--- src/rtl/fifo_write_arbiter.sv ---
// Round-robin write arbiter: grants one requesting port per cycle with bounded bursts,
// registers the accepted entry into the FIFO write port, and discards entries whose valid bit is clear.
module fifo_write_arbiter #(
   parameter int NumPorts     = 4,
   parameter int EntryWidth   = 85,
   parameter int fifo_lg_size = 12,
   parameter int AFullMargin  = 2,
   parameter int BurstLen     = 4,
   parameter int ValidBitPos  = 81
) (
   input  logic                             clk,
   input  logic                             rst,
   input  logic [NumPorts-1:0]              req,
   input  logic [NumPorts*EntryWidth-1:0]   req_data,
   output logic [NumPorts-1:0]              gnt,
   output logic                             fifo_wr_en,
   output logic [EntryWidth-1:0]            fifo_buf_in,
   input  logic                             fifo_buf_full,
   input  logic [fifo_lg_size:0]            fifo_counter,
   output logic [15:0]                      drop_count,
   output logic [$clog2(NumPorts)-1:0]      cur_port,
   output logic                             state_dbg
);

   localparam int PortW    = $clog2(NumPorts);
   localparam int BurstW   = 4;
   localparam int OccW     = fifo_lg_size + 2;
   localparam int FifoSize = 1 << fifo_lg_size;
   localparam logic [OccW-1:0] AFullThresh = OccW'(FifoSize - AFullMargin);

   typedef enum logic {IDLE = 1'b0, HOLD = 1'b1} state_t;

   state_t                 state_q, state_d;
   logic [PortW-1:0]       cur_port_q, cur_port_d;
   logic [BurstW-1:0]      burst_q, burst_d;
   logic                   fifo_wr_en_q, fifo_wr_en_d;
   logic [EntryWidth-1:0]  fifo_buf_in_q, fifo_buf_in_d;
   logic [15:0]            drop_count_q, drop_count_d;

   logic [OccW-1:0]        occ;
   logic                   stall;
   logic                   arb_found;
   logic [PortW-1:0]       arb_idx;
   logic                   gnt_en;
   logic [PortW-1:0]       gnt_idx;
   logic [EntryWidth-1:0]  sel_entry;
   logic                   xfer;

   // The write already in flight counts against the reserve so the FIFO never overflows.
   assign occ   = OccW'(fifo_counter) + OccW'(fifo_wr_en_q);
   assign stall = fifo_buf_full || (occ >= AFullThresh);

   // Search from the port after cur_port; while holding, the current owner only wins by re-grant.
   always_comb begin
      arb_found = 1'b0;
      arb_idx   = '0;
      for (int i = 1; i <= NumPorts; i++) begin
         if (!arb_found && req[(int'(cur_port_q) + i) % NumPorts] &&
             !(state_q == HOLD && ((int'(cur_port_q) + i) % NumPorts) == int'(cur_port_q))) begin
            arb_found = 1'b1;
            arb_idx   = PortW'((int'(cur_port_q) + i) % NumPorts);
         end
      end
   end

   always_ff @(posedge clk or posedge rst) begin
      if (rst) begin
         state_q       <= IDLE;
         cur_port_q    <= PortW'(NumPorts - 1);
         burst_q       <= '0;
         fifo_wr_en_q  <= 1'b0;
         fifo_buf_in_q <= '0;
         drop_count_q  <= '0;
      end else begin
         state_q       <= state_d;
         cur_port_q    <= cur_port_d;
         burst_q       <= burst_d;
         fifo_wr_en_q  <= fifo_wr_en_d;
         fifo_buf_in_q <= fifo_buf_in_d;
         drop_count_q  <= drop_count_d;
      end
   end

   always_comb begin
      state_d    = state_q;
      cur_port_d = cur_port_q;
      burst_d    = burst_q;
      gnt_en     = 1'b0;
      gnt_idx    = cur_port_q;
      if (!stall) begin
         case (state_q)
            IDLE: begin
               if (arb_found) begin
                  gnt_en     = 1'b1;
                  gnt_idx    = arb_idx;
                  cur_port_d = arb_idx;
                  burst_d    = BurstW'(1);
                  state_d    = HOLD;
               end
            end
            HOLD: begin
               if (req[cur_port_q] && (burst_q < BurstW'(BurstLen))) begin
                  gnt_en  = 1'b1;
                  burst_d = burst_q + BurstW'(1);
               end else if (arb_found) begin
                  gnt_en     = 1'b1;
                  gnt_idx    = arb_idx;
                  cur_port_d = arb_idx;
                  burst_d    = BurstW'(1);
               end else begin
                  state_d = IDLE;
                  burst_d = '0;
               end
            end
            default: state_d = IDLE;
         endcase
      end
   end

   always_comb begin
      gnt = '0;
      if (gnt_en && !rst) gnt[gnt_idx] = 1'b1;
      sel_entry     = req_data[int'(gnt_idx)*EntryWidth +: EntryWidth];
      xfer          = |gnt;
      fifo_wr_en_d  = xfer && sel_entry[ValidBitPos];
      fifo_buf_in_d = xfer ? sel_entry : fifo_buf_in_q;
      drop_count_d  = drop_count_q;
      if (xfer && !sel_entry[ValidBitPos] && (drop_count_q != 16'hFFFF))
         drop_count_d = drop_count_q + 16'd1;
   end

   assign fifo_wr_en  = fifo_wr_en_q;
   assign fifo_buf_in = fifo_buf_in_q;
   assign drop_count  = drop_count_q;
   assign cur_port    = cur_port_q;
   assign state_dbg   = state_q;

endmodule

--- config.mk ---
export PLATFORM = sky130hd
export DESIGN_NAME = fifo_write_arbiter
export DESIGN_NICKNAME = d
export VERILOG_FILES = /design/src/rtl/fifo_write_arbiter.sv
export SDC_FILE = /design/constraint.sdc
export NUM_CORES = 1
export LEC_CHECK = 0
export BUFFER_PORTS_ARGS = -buffer_cell sky130_fd_sc_hd__clkbuf_2
export CORE_AREA = 2 2 180 182
export DETAILED_ROUTE_END_ITERATION = 12
export DIE_AREA = 0 0 182 184
export MAX_ROUTING_LAYER = met4
export PLACE_DENSITY = 0.51
export SYNTH_ARGS = -nofsm -noshare
export SYNTH_HDL_FRONTEND = slang
export SYNTH_SLANG_ARGS = --single-unit
--- constraint.sdc ---
create_clock -name clk -period 3.8 [get_ports clk]
set_clock_uncertainty 0.1 [all_clocks]
set_input_delay 0.19 -clock clk [delete_from_list [all_inputs] [get_ports clk]]
set_output_delay 0.19 -clock clk [all_outputs]
set_load 0.01 [all_outputs]
Word-level counts from Yosys, hierarchy flattened
Index checks and enable logic that the tools add are counted.
- mux-type cells: 37
- bitwise operators: 6
- shift operators: 1
- $add $sub $neg: 7
- $mul: 1
- equality and inequality tests: 6
- reduce and logical (&&, ||, !) cells: 33
- order comparisons: 9
- operators with widths (cell ; count):
    $shiftx A340 B10 Y85 ; 1
    $mux W1 ; 18
    $logic_and A1 B1 Y1 ; 17
    $add A16 B1 Y16 const B ; 1
    $lt A3 B4 Y1 const B ; 4
    $ne A16 B16 Y1 const B ; 1
    $add A13 B1 Y14 ; 1
    $ge A14 B12 Y1 const B ; 1
    $mux W2 ; 7
    $eq A3 B3 Y1 ; 4
    $mux W4 ; 3
    $bmux W1 S2 ; 5
    $logic_not A1 Y1 ; 9
    $mul A2 B7 Y9 const B ; 1
    $pmux W4 S2 ; 1
    $reduce_or A2 Y1 ; 4
    $lt A2 B3 Y1 const B ; 2
    $add A2 B1 Y2 const B ; 2
    $add A2 B2 Y2 const B ; 2
    $add A4 B1 Y4 const B ; 1
    $and A1 B1 Y1 const A ; 4
    $lt A4 B3 Y1 const B ; 1
    $pmux W2 S2 ; 1
    $reduce_or A4 Y1 ; 1
    7 further kinds ; 8
- output and inout bits: 109
- word-level logic and storage cells: 106
- input port bits: 360
- flip-flop bits (word level): 109

Depth between registers and ports, before layout
Gate-level depths: netlist of run 1.
- depth after elaboration: 32
- gate-level depth with buffers: 12
- gate-level depth less buffers: 11

Least setup slack after synthesis of run 1
No wires, ideal clock.
- path type: register -> register
- start point: register fifo_wr_en_q (netlist: fifo_wr_en)
- end point: register fifo_buf_in_q[65] (netlist: fifo_buf_in[65])
- cell stages (with the launch flop): 13
- buffers on the path: 3
- slack: 0.714 ns
- clock period less this slack: 3.086 ns
- arrival time: 2.843 ns
- data required time: 3.558 ns
- library setup time: 0.142 ns
- cells stage by stage: dfrtp_1 ha_1 ha_1 and3_1 a31oi_1 a41oi_1 nor2_1 clkbuf_1 a22o_1 clkbuf_1 buf_2 mux2i_1 o221ai_1
- cells in the longest elaborated chain, start to end: 10
- elaborated cells on any way between the ends: 15
- those cells by class: add/sub: 1; mul: 1; order compare: 3; shift: 1; mux: 5; reduce/logical: 4
- RTL lines (item ; line ; text):
    start: declaration ; 36 ; logic fifo_wr_en_q, fifo_wr_en_d;
    start signal: assignment ; 78 ; fifo_wr_en_q <= fifo_wr_en_d;
    $add A13 B1 Y14 (*) ; 50 ; assign occ = OccW'(fifo_counter) + OccW'(fifo_wr_en_q);
    $ge A14 B12 Y1 (*) ; 51 ; assign stall = fifo_buf_full || (occ >= AFullThresh);
    $logic_or A1 B1 Y1 (*) ; 51 ;
    parallel branches: the longest is 7 deep, another holds $mul A2 B7 Y9 ; - ;
    end signal: assignment ; 79 ; fifo_buf_in_q <= fifo_buf_in_d;
    end: declaration ; 37 ; logic [EntryWidth-1:0] fifo_buf_in_q, fifo_buf_in_d;
Mark *: on every way between the ends.
A chain may end at the register's enable or synchronous reset.

Worst setup path after layout of run 1
- start point: register cur_port_q[0] (netlist: cur_port[0])
- end point: output gnt[3]
- cells in the longest elaborated chain, start to end: 29
- elaborated cells on any way between the ends: 72
- those cells by class: add/sub: 4; order compare: 2; eq/ne: 4; mux: 33; bitwise: 4; reduce/logical: 25
- RTL lines (item ; line ; text):
    start: declaration ; 34 ; logic [PortW-1:0] cur_port_q, cur_port_d;
    start signal: assignment ; 69 ; cur_port_q <= PortW'(NumPorts - 1);
    start signal: assignment ; 76 ; cur_port_q <= cur_port_d;
    $add A2 B1 Y2 ; 58, 59, 61 ;
    $reduce_or A2 Y1 (no source line) ; - ;
    $and A1 B1 Y1 (no source line) ; - ;
    $eq A3 B3 Y1 ; 59 ; !(state_q == HOLD && ((int'(cur_port_q) + i) % NumPorts) == int'(cur_port_q))) begin
    $logic_and A1 B1 Y1 ; 59 ;
    $logic_not A1 Y1 ; 59 ;
    $logic_and A1 B1 Y1 ; 58 ; if (!arb_found && req[(int'(cur_port_q) + i) % NumPorts] &&
    $mux W1 ; 58 ;
    [12 not listed] ; - ;
    $mux W2 (2 in a row) ; - ;
    $pmux W2 S2 ; 91 ; case (state_q)
    $mux W2 ; 90 ; if (!stall) begin
    $lt A2 B3 Y1 (implied by the code) or $ge A2 B1 Y1 (tied branches) ; 122 ; if (gnt_en && !rst) gnt[gnt_idx] = 1'b1;
    $logic_and A1 B1 Y1 (implied by the code) ; 122 ;
    $mux W1 (implied by the code) ; 122 ;
    $demux W1 S2 ; 122 ;
    $mux W4 (*) ; 122 ;
    end: declaration ; 15 ; output logic [NumPorts-1:0] gnt,
Every way passes the cells marked *; elsewhere a longest branch is shown, timed or not. The select of a mux whose other input is x is not followed.

==> flow_metrics.env, run 1 <==
export IMPL_status="finished, final reports clean"
export IMPL_critPathRequiredTime_ns=3.51
export IMPL_total_leakage_power_nw=5.26
export IMPL_hold_path_class="input pin to flop"
export IMPL_ys_seq_area_share_pct=40.1
export IMPL_fill_cells=3357
export IMPL_report_final_slew_viol_count=0
export IMPL_end_kind="output pin"
export IMPL_cts_tree="done"
export IMPL_critPathMaxStageDelay_ns=0.72
export IMPL_r2r_end="fifo_buf_in[45]"
export IMPL_clk_latency_ns=0.35
export IMPL_worst_pin_slew_ns=0.760
export IMPL_fp_row_count=65
export IMPL_gp_congestion=0.828
export IMPL_drc=0
export IMPL_crit_type="flop to output pin"
export IMPL_max_cap_violations=0
export IMPL_drt_pass1_iter_count=5
export IMPL_holdPathStages=3
export IMPL_period_share_pct=95.4
export IMPL_nNetsFinal=1461
export IMPL_netlist_instances=658
export IMPL_ys_async_sr_fraction_pct=100
export IMPL_r2r_cells=11
export IMPL_start_kind="flop"
export IMPL_overflow=0
export IMPL_ir_drop_uv=808
export IMPL_cp_top_family="flip-flops"
export IMPL_clk_path_buf_depth=2
export IMPL_clk_pin_slew_ns=0.09
export IMPL_grtUsageTotal_pct=16.1
export IMPL_cp_max_fo=43
export IMPL_drtAntennaViolNets=0
export IMPL_drive_gt1_share_pct=47.5
export IMPL_grt_pass1_wl_microns=40300
export IMPL_clockRootBuffer="clkbuf_16"
export IMPL_core_area_sq_um=31400
export IMPL_powerDensity_nw_per_um2=645
export IMPL_yosysWarningCount=0
export IMPL_grt_pass1_vias=6922
export IMPL_final_cells=1506
export IMPL_die_h_microns=184
export IMPL_via_per_inst=4.69
export IMPL_dp_hpwl_microns=21800
export IMPL_final_cell_mix="clkbuf_2, mux2i_1, dfrtp_1"
export IMPL_slew_headroom_pct=49.4
export IMPL_crit_reg2reg_launch="fifo_wr_en"
export IMPL_grt_start_max_net_pins=96
export IMPL_cts_setup_buffers=0
export IMPL_vias=7070
export IMPL_layout_commonest_cell="clkbuf_2"
export IMPL_start_util_pct=21.7
export IMPL_die_area_sq_um=33500
export IMPL_period_minus_slack_ns=3.63
export IMPL_synthFlopType="dfrtp_1"
export IMPL_timing_final_hold_violations=0
export IMPL_setup_violations=0
export IMPL_reg2reg_slack_ns=0.45
export IMPL_area_delta_synth_final_pct=46.5
export IMPL_cp_buffers_inverters=3
export IMPL_synth_edff_count=0
export IMPL_place_port_buffers=468
export IMPL_cts_sinks=109
export IMPL_hold_start="req_data[34]"
export IMPL_wl_per_cell_microns=18.7
export IMPL_slowest_stage="dfstp_4"
export IMPL_avgSynthCellArea_sq_um=10.3
export IMPL_synth_area_sq_um=6810
export IMPL_ys_ff_latch=109
export IMPL_antenna_found_initial=3
export IMPL_syn_num_nets=1022
export IMPL_die_w_microns=182
export IMPL_cts_buffers=9
export IMPL_io_pin_count=469
export IMPL_critPathArrivalTime_ns=3.34
export IMPL_max_freq_mhz=276
export IMPL_drt_wl_total_microns=28200
export IMPL_cp_cell_sequence="mux2_1 -> and3_1 -> mux2_4 -> nor4_4 -> xnor2_1 -> inv_1 -> nand3_4 -> buf_16 -> nor2b_1 -> clkbuf_2"
export IMPL_total_power_mw=6.43
export IMPL_drtIter0Drc=346
export IMPL_synthDistinctLibCells=58
export IMPL_place_inst=1486
export IMPL_hold_path_endpoint="fifo_buf_in[34]"
export IMPL_h_tree_depth=3
==> cell families (layout without fill, tap and decap cells) <==
family	count (synthesis)	count (layout)	synth area share, %
AOI/OAI and AO/OA	122	122	15.1
xor gates and xnor gates	16	16	2.06
adders and majority gates	4	4	0.735
buffers and inverters	63	507	3.99
DFF	109	109	40.1
muxes	174	174	25.7
other	0	2	0
and+or+nand+nor	170	170	12.3
==> what timing repair did <==
action / in CTS / in global routing
setup endpoints to repair: 0 / 3
gates resized for setup: 0 / 3
hold buffers: 1 / 0
endpoints found under the hold margin: 50 / 0
==> power breakdown <==
| part | internal (mW) | total (mW) | switching (mW) | leakage [nW] |
|---|---|---|---|---|
| logic | 1.56 | 3.42 | 1.85 | 3.73 |
| registers | 1.65 | 1.99 | 0.347 | 1.37 |
| clock network | 0.522 | 1.02 | 0.498 | 0.151 |
| total | 3.73 | 6.43 | 2.70 | 5.26 |
==> through the flow <==
stage	hold slack (ns)	cell area [sq um]	util [%]	setup WS [ns]	TNS (ns)
5_1_grt	0.0519	9980	31.8	-0.0138	-0.0138
3_5_place_dp	0.291	9610	30.6	0.441	0
2_1_floorplan	0.317	6810	-	0.639	0
4_1_cts	0.0323	9930	31.6	0.0828	0
6_report	0.0434	9980	31.8	0.175	0
3_3_place_gp	0.306	9610	30.6	0.536	0
==> worst min-delay path, delay by kind of cell <==
family / cells / cell delay [ns]
AO/OA/AOI/OAI: 1 / 0.15
buffers and inverters: 1 / 0.07
multiplexers: 1 / 0.05
==> final cells by class <==
cell class / instances / area, sq um / area share, %
well taps: 402 / 503 / 5.04
clock inverters: 7 / 78.8 / 0.790
multi-input cells: 486 / 3860 / 38.7
clock buffers: 9 / 225 / 2.26
repair buffers: 482 / 2540 / 25.4
inverters: 9 / 36.3 / 0.364
flip-flops and latches: 109 / 2730 / 27.4
diodes: 2 / 5.00 / 0.0502
==> flip-flops by register name, indices dropped and copies added, names as in the netlist <==
signal and flops:
cur_port 2, burst_q 4, state_dbg 1, drop_count 16, fifo_wr_en 1, fifo_buf_in 85
==> Yosys cell counts, drive strengths merged, types with 2 or more instances <==
cell	number	area share (%)
and3	8	0.74
a31oi	2	0.18
o21ai	4	0.29
and2	2	0.18
ha	4	0.74
mux2	4	0.72
o221ai	85	11
a21oi	9	0.72
nor2b	5	0.46
nor3	14	1.6
inv	9	0.50
dfrtp	107	39
mux2i	170	25
nor2	15	0.83
and4	3	0.39
nor4	3	0.50
nand3b	2	0.22
a41oi	2	0.26
buf	31	2.2
a211o	2	0.26
dfstp	2	0.77
o21a	2	0.22
nor3b	2	0.29
nand2b	2	0.18
nand4	3	0.28
o211ai	2	0.22
clkbuf	23	1.3
xor2	15	1.9
nand2	96	5.3
nand3	10	0.74
==> how the worst max path moves through the flow <==
stage / start / to / cells after the start
5_1_grt: cur_port[0] / gnt[3] / 10
2_1_floorplan: rst / burst_q[0] / 1
3_3_place_gp: cur_port[0] / gnt[3] / 10
4_1_cts: cur_port[0] / gnt[3] / 10
3_5_place_dp: fifo_wr_en / drop_count[1] / 10
6_report: cur_port[0] / gnt[3] / 10
==> per-layer routing <==
metal,up-vias,share of wire (%),global-route usage [%],wire [microns]
met4,0,1.3,3.61,371
met5,-,0,-,0
met1,3340,40,18.7,11300
met3,18,6.9,3.35,1940
met2,344,52,28.7,14600
li1,3368,-,-,-
Power figures use the tool's default switching activity.
==> run 2, diff against run 1 <==
==> constraint.sdc (replaced) <==
create_clock -name clk -period 3.8 [get_ports clk]
set_clock_uncertainty 0.1 [all_clocks]
set_input_delay 0.95 -clock clk [delete_from_list [all_inputs] [get_ports clk]]
set_output_delay 0.95 -clock clk [all_outputs]
set_load 0.01 [all_outputs]
==> run 2 against run 1 <==
  * The run now ends with negative setup slack left
  * Sequential cell count unchanged
  * Sequential power about the same
  * First-iteration DRC count decreased by 6.4%
  * Cell count increased by 1.8%
  * Worst hold slack improved by 0.34 ns
  * Sequential share of layout area decreased by 1.0 points
  * Die area unchanged
  * Global-route usage decreased by 0.86 points
  * Wire length decreased by 7.8%
  * Clock power about the same
  * Combinational power increased by 5.8%
==> flow_metrics.env, run 2 (same netlist as run 1, synthesis figures left out) <==
export IMPL_switching_power_mw=2.69
export IMPL_dp_hpwl_microns=20600
export IMPL_vias=7142
export IMPL_area_delta_synth_final_pct=51.9
export IMPL_diodes=0
export IMPL_largest_reg_flops=85
export IMPL_p_int_mw=3.93
export IMPL_end_kind="output pin"
export IMPL_crit_top_cell="buf_6"
export IMPL_layout_commonest_cell="clkbuf_2"
export IMPL_max_freq_mhz=259
export IMPL_clk_latency_ns=0.35
export IMPL_grtUsageTotal_pct=15.3
export IMPL_crit_type="input pin to output pin"
export IMPL_powerDensity_nw_per_um2=639
export IMPL_cp_cell_sequence="buf_6 -> ha_4 -> buf_6 -> a21bo_1 -> a211o_1 -> a21oi_4 -> nor4_4 -> xnor2_2 -> buf_4 -> nand3_4 -> nor2b_4 -> buf_8"
export IMPL_slew_headroom_pct=58.0
export IMPL_max_cap_violations=0
export IMPL_io_pin_count=469
export IMPL_grt_start_max_net_pins=87
export IMPL_antenna_found_initial=0
export IMPL_nNetsFinal=1491
export IMPL_final_cells=1533
export IMPL_critPathMaxStageDelay_ns=0.32
export IMPL_die_area_sq_um=33500
export IMPL_place_inst=1509
export IMPL_drive_gt1_share_pct=50.3
export IMPL_slowest_stage="a211o_1"
export IMPL_clk_path_buf_depth=2
export IMPL_start_kind="input pin"
export IMPL_clk_pin_slew_ns=0.07
export IMPL_final_cell_mix="clkbuf_2, mux2i_1, dfrtp_1"
export IMPL_cp_buffers_inverters=4
export IMPL_combPwrFrac_pct=54.7
export IMPL_fp_row_count=65
export IMPL_hold_path_class="flop to flop"
export IMPL_worst_pin_slew_ns=0.630
export IMPL_clkPwrFrac_pct=15.6
export IMPL_finalWorstSetupSlack_ns=-0.0568
export IMPL_cp_top_family="compound AO/OA/AOI/OAI gates"
export IMPL_cts_sinks=109
export IMPL_h_tree_depth=3
export IMPL_grt_pass1_vias=7187
export IMPL_critPathRequiredTime_ns=2.75
export IMPL_via_per_inst=4.66
export IMPL_overflow=0
export IMPL_drt_wl_total_microns=26000
export IMPL_utilization_pct=33.0
export IMPL_status="finished, violations left"
export IMPL_fill_cells=3294
export IMPL_setup_violations=3
export IMPL_start_util_pct=21.7
export IMPL_place_port_buffers=468
export IMPL_violations="negative setup slack"
export IMPL_drc=0
export IMPL_period_share_pct=101
export IMPL_period_minus_slack_ns=3.86
export IMPL_wl_per_cell_microns=17.0
export IMPL_total_leakage_power_nw=5.42
export IMPL_die_h_microns=184
export IMPL_drtAntennaViolNets=0
export IMPL_critPathArrivalTime_ns=2.81
export IMPL_p_sw_share_pct=40.6
export IMPL_drt_pass1_iter_count=6
export IMPL_timing_final_hold_violations=0
export IMPL_die_w_microns=182
export IMPL_rsz0062_at_grt="true"
export IMPL_gp_congestion=0.819
export IMPL_core_area_sq_um=31400
export IMPL_ir_drop_uv=259
export IMPL_clockRootBuffer="clkbuf_16"
export IMPL_report_final_slew_viol_count=0
export IMPL_p_seq_share_pct=29.7
export IMPL_grt_pass1_wl_microns=39200
export IMPL_drtIter0Drc=324
export IMPL_holdBufCountCts=0
export IMPL_cp_max_fo=4
export IMPL_cts_tree="done"
export IMPL_pre_cts_ws_ns=-0.165
export IMPL_multiInputGateArea_sq_um=3990
export IMPL_cts_buffers=9
export IMPL_regArea_sq_um=2730
run 2: cell types whose count changed in the layout (fill, tap and decap cells not counted), moves of 3 or more:
cell      before  now
and3_4         0    3
buf_4          7   39
buf_6          0    3
and3_1         8    5
nor2_1        15   11
clkbuf_2     468  462
run 2: worst reg2reg max path, stage by stage (launching register included):
cell      delay (ns)
dfstp_2         0.58
mux2_4          0.32
and3_4          0.18
mux2_4          0.29
buf_4           0.17
nor2_1          0.16
a22o_4          0.23
buf_4           0.13
buf_4           0.26
buf_12          0.34
mux2i_1         0.38
o221ai_1        0.14
run 2: path summary, 6_finish.rpt:
kind	from	endpoint	cells after the start	slack (ns)
max in group asynchronous	rst	fifo_buf_in[23]	3	2.36
min in group asynchronous	rst	fifo_buf_in[73]	2	0.41
max reg2reg	cur_port[0]	fifo_buf_in[48]	11	0.40
max	fifo_counter[0]	gnt[2]	12	-0.06
min reg2reg	fifo_buf_in[16]	fifo_buf_in[16]	2	0.39
min	fifo_buf_in[16]	fifo_buf_in[16]	2	0.39
run 2: repair_timing:
action | in CTS | in global routing
cloned | 0 | 0
resized for setup | 16 | 13
buffers inserted | 3 | 6
pin swaps | 4 | 9
setup endpoints to repair | 4 | 4
run 2: power by group through the flow:
stage          sequential (mW)  combinational [mW]  clock (mW)
2_1_floorplan             2.14                2.11           0
3_3_place_gp              1.97                3.56           0
3_5_place_dp              1.97                3.60           0
4_1_cts                   1.97                3.65        1.09
5_1_grt                   2.04                3.94        1.13
6_report                  1.97                3.62        1.03
run 2: metal layers:
layer,up-vias,global-route usage [%],routed length (microns)
met2,272,26.4,13300
met5,-,-,0
met3,27,2.58,1330
li1,3432,-,-
met1,3411,18.2,10800
met4,0,4.45,491
run 2: area by class of cell:
class,instances,share of cell area [%]
Clock buffer,10,2.21
Clock inverter,5,0.798
Inverter,9,0.363
Multi-Input combinational cell,486,38.5
Sequential cell,109,26.4
Tap cell,402,4.86
Timing Repair Buffer,512,26.8
run 2: metrics by stage:
step / power (mW) / instance area [sq um] / TNS (ns) / hold slack (ns)
2_1_floorplan: 4.24 / 6880 / -0.0133 / 0.388
3_3_place_gp: 5.53 / 9820 / -0.459 / 0.364
3_5_place_dp: 5.57 / 9820 / -0.967 / 0.372
4_1_cts: 6.71 / 10200 / -0.106 / 0.388
5_1_grt: 7.11 / 10300 / -0.480 / 0.390
6_report: 6.62 / 10300 / -0.140 / 0.387
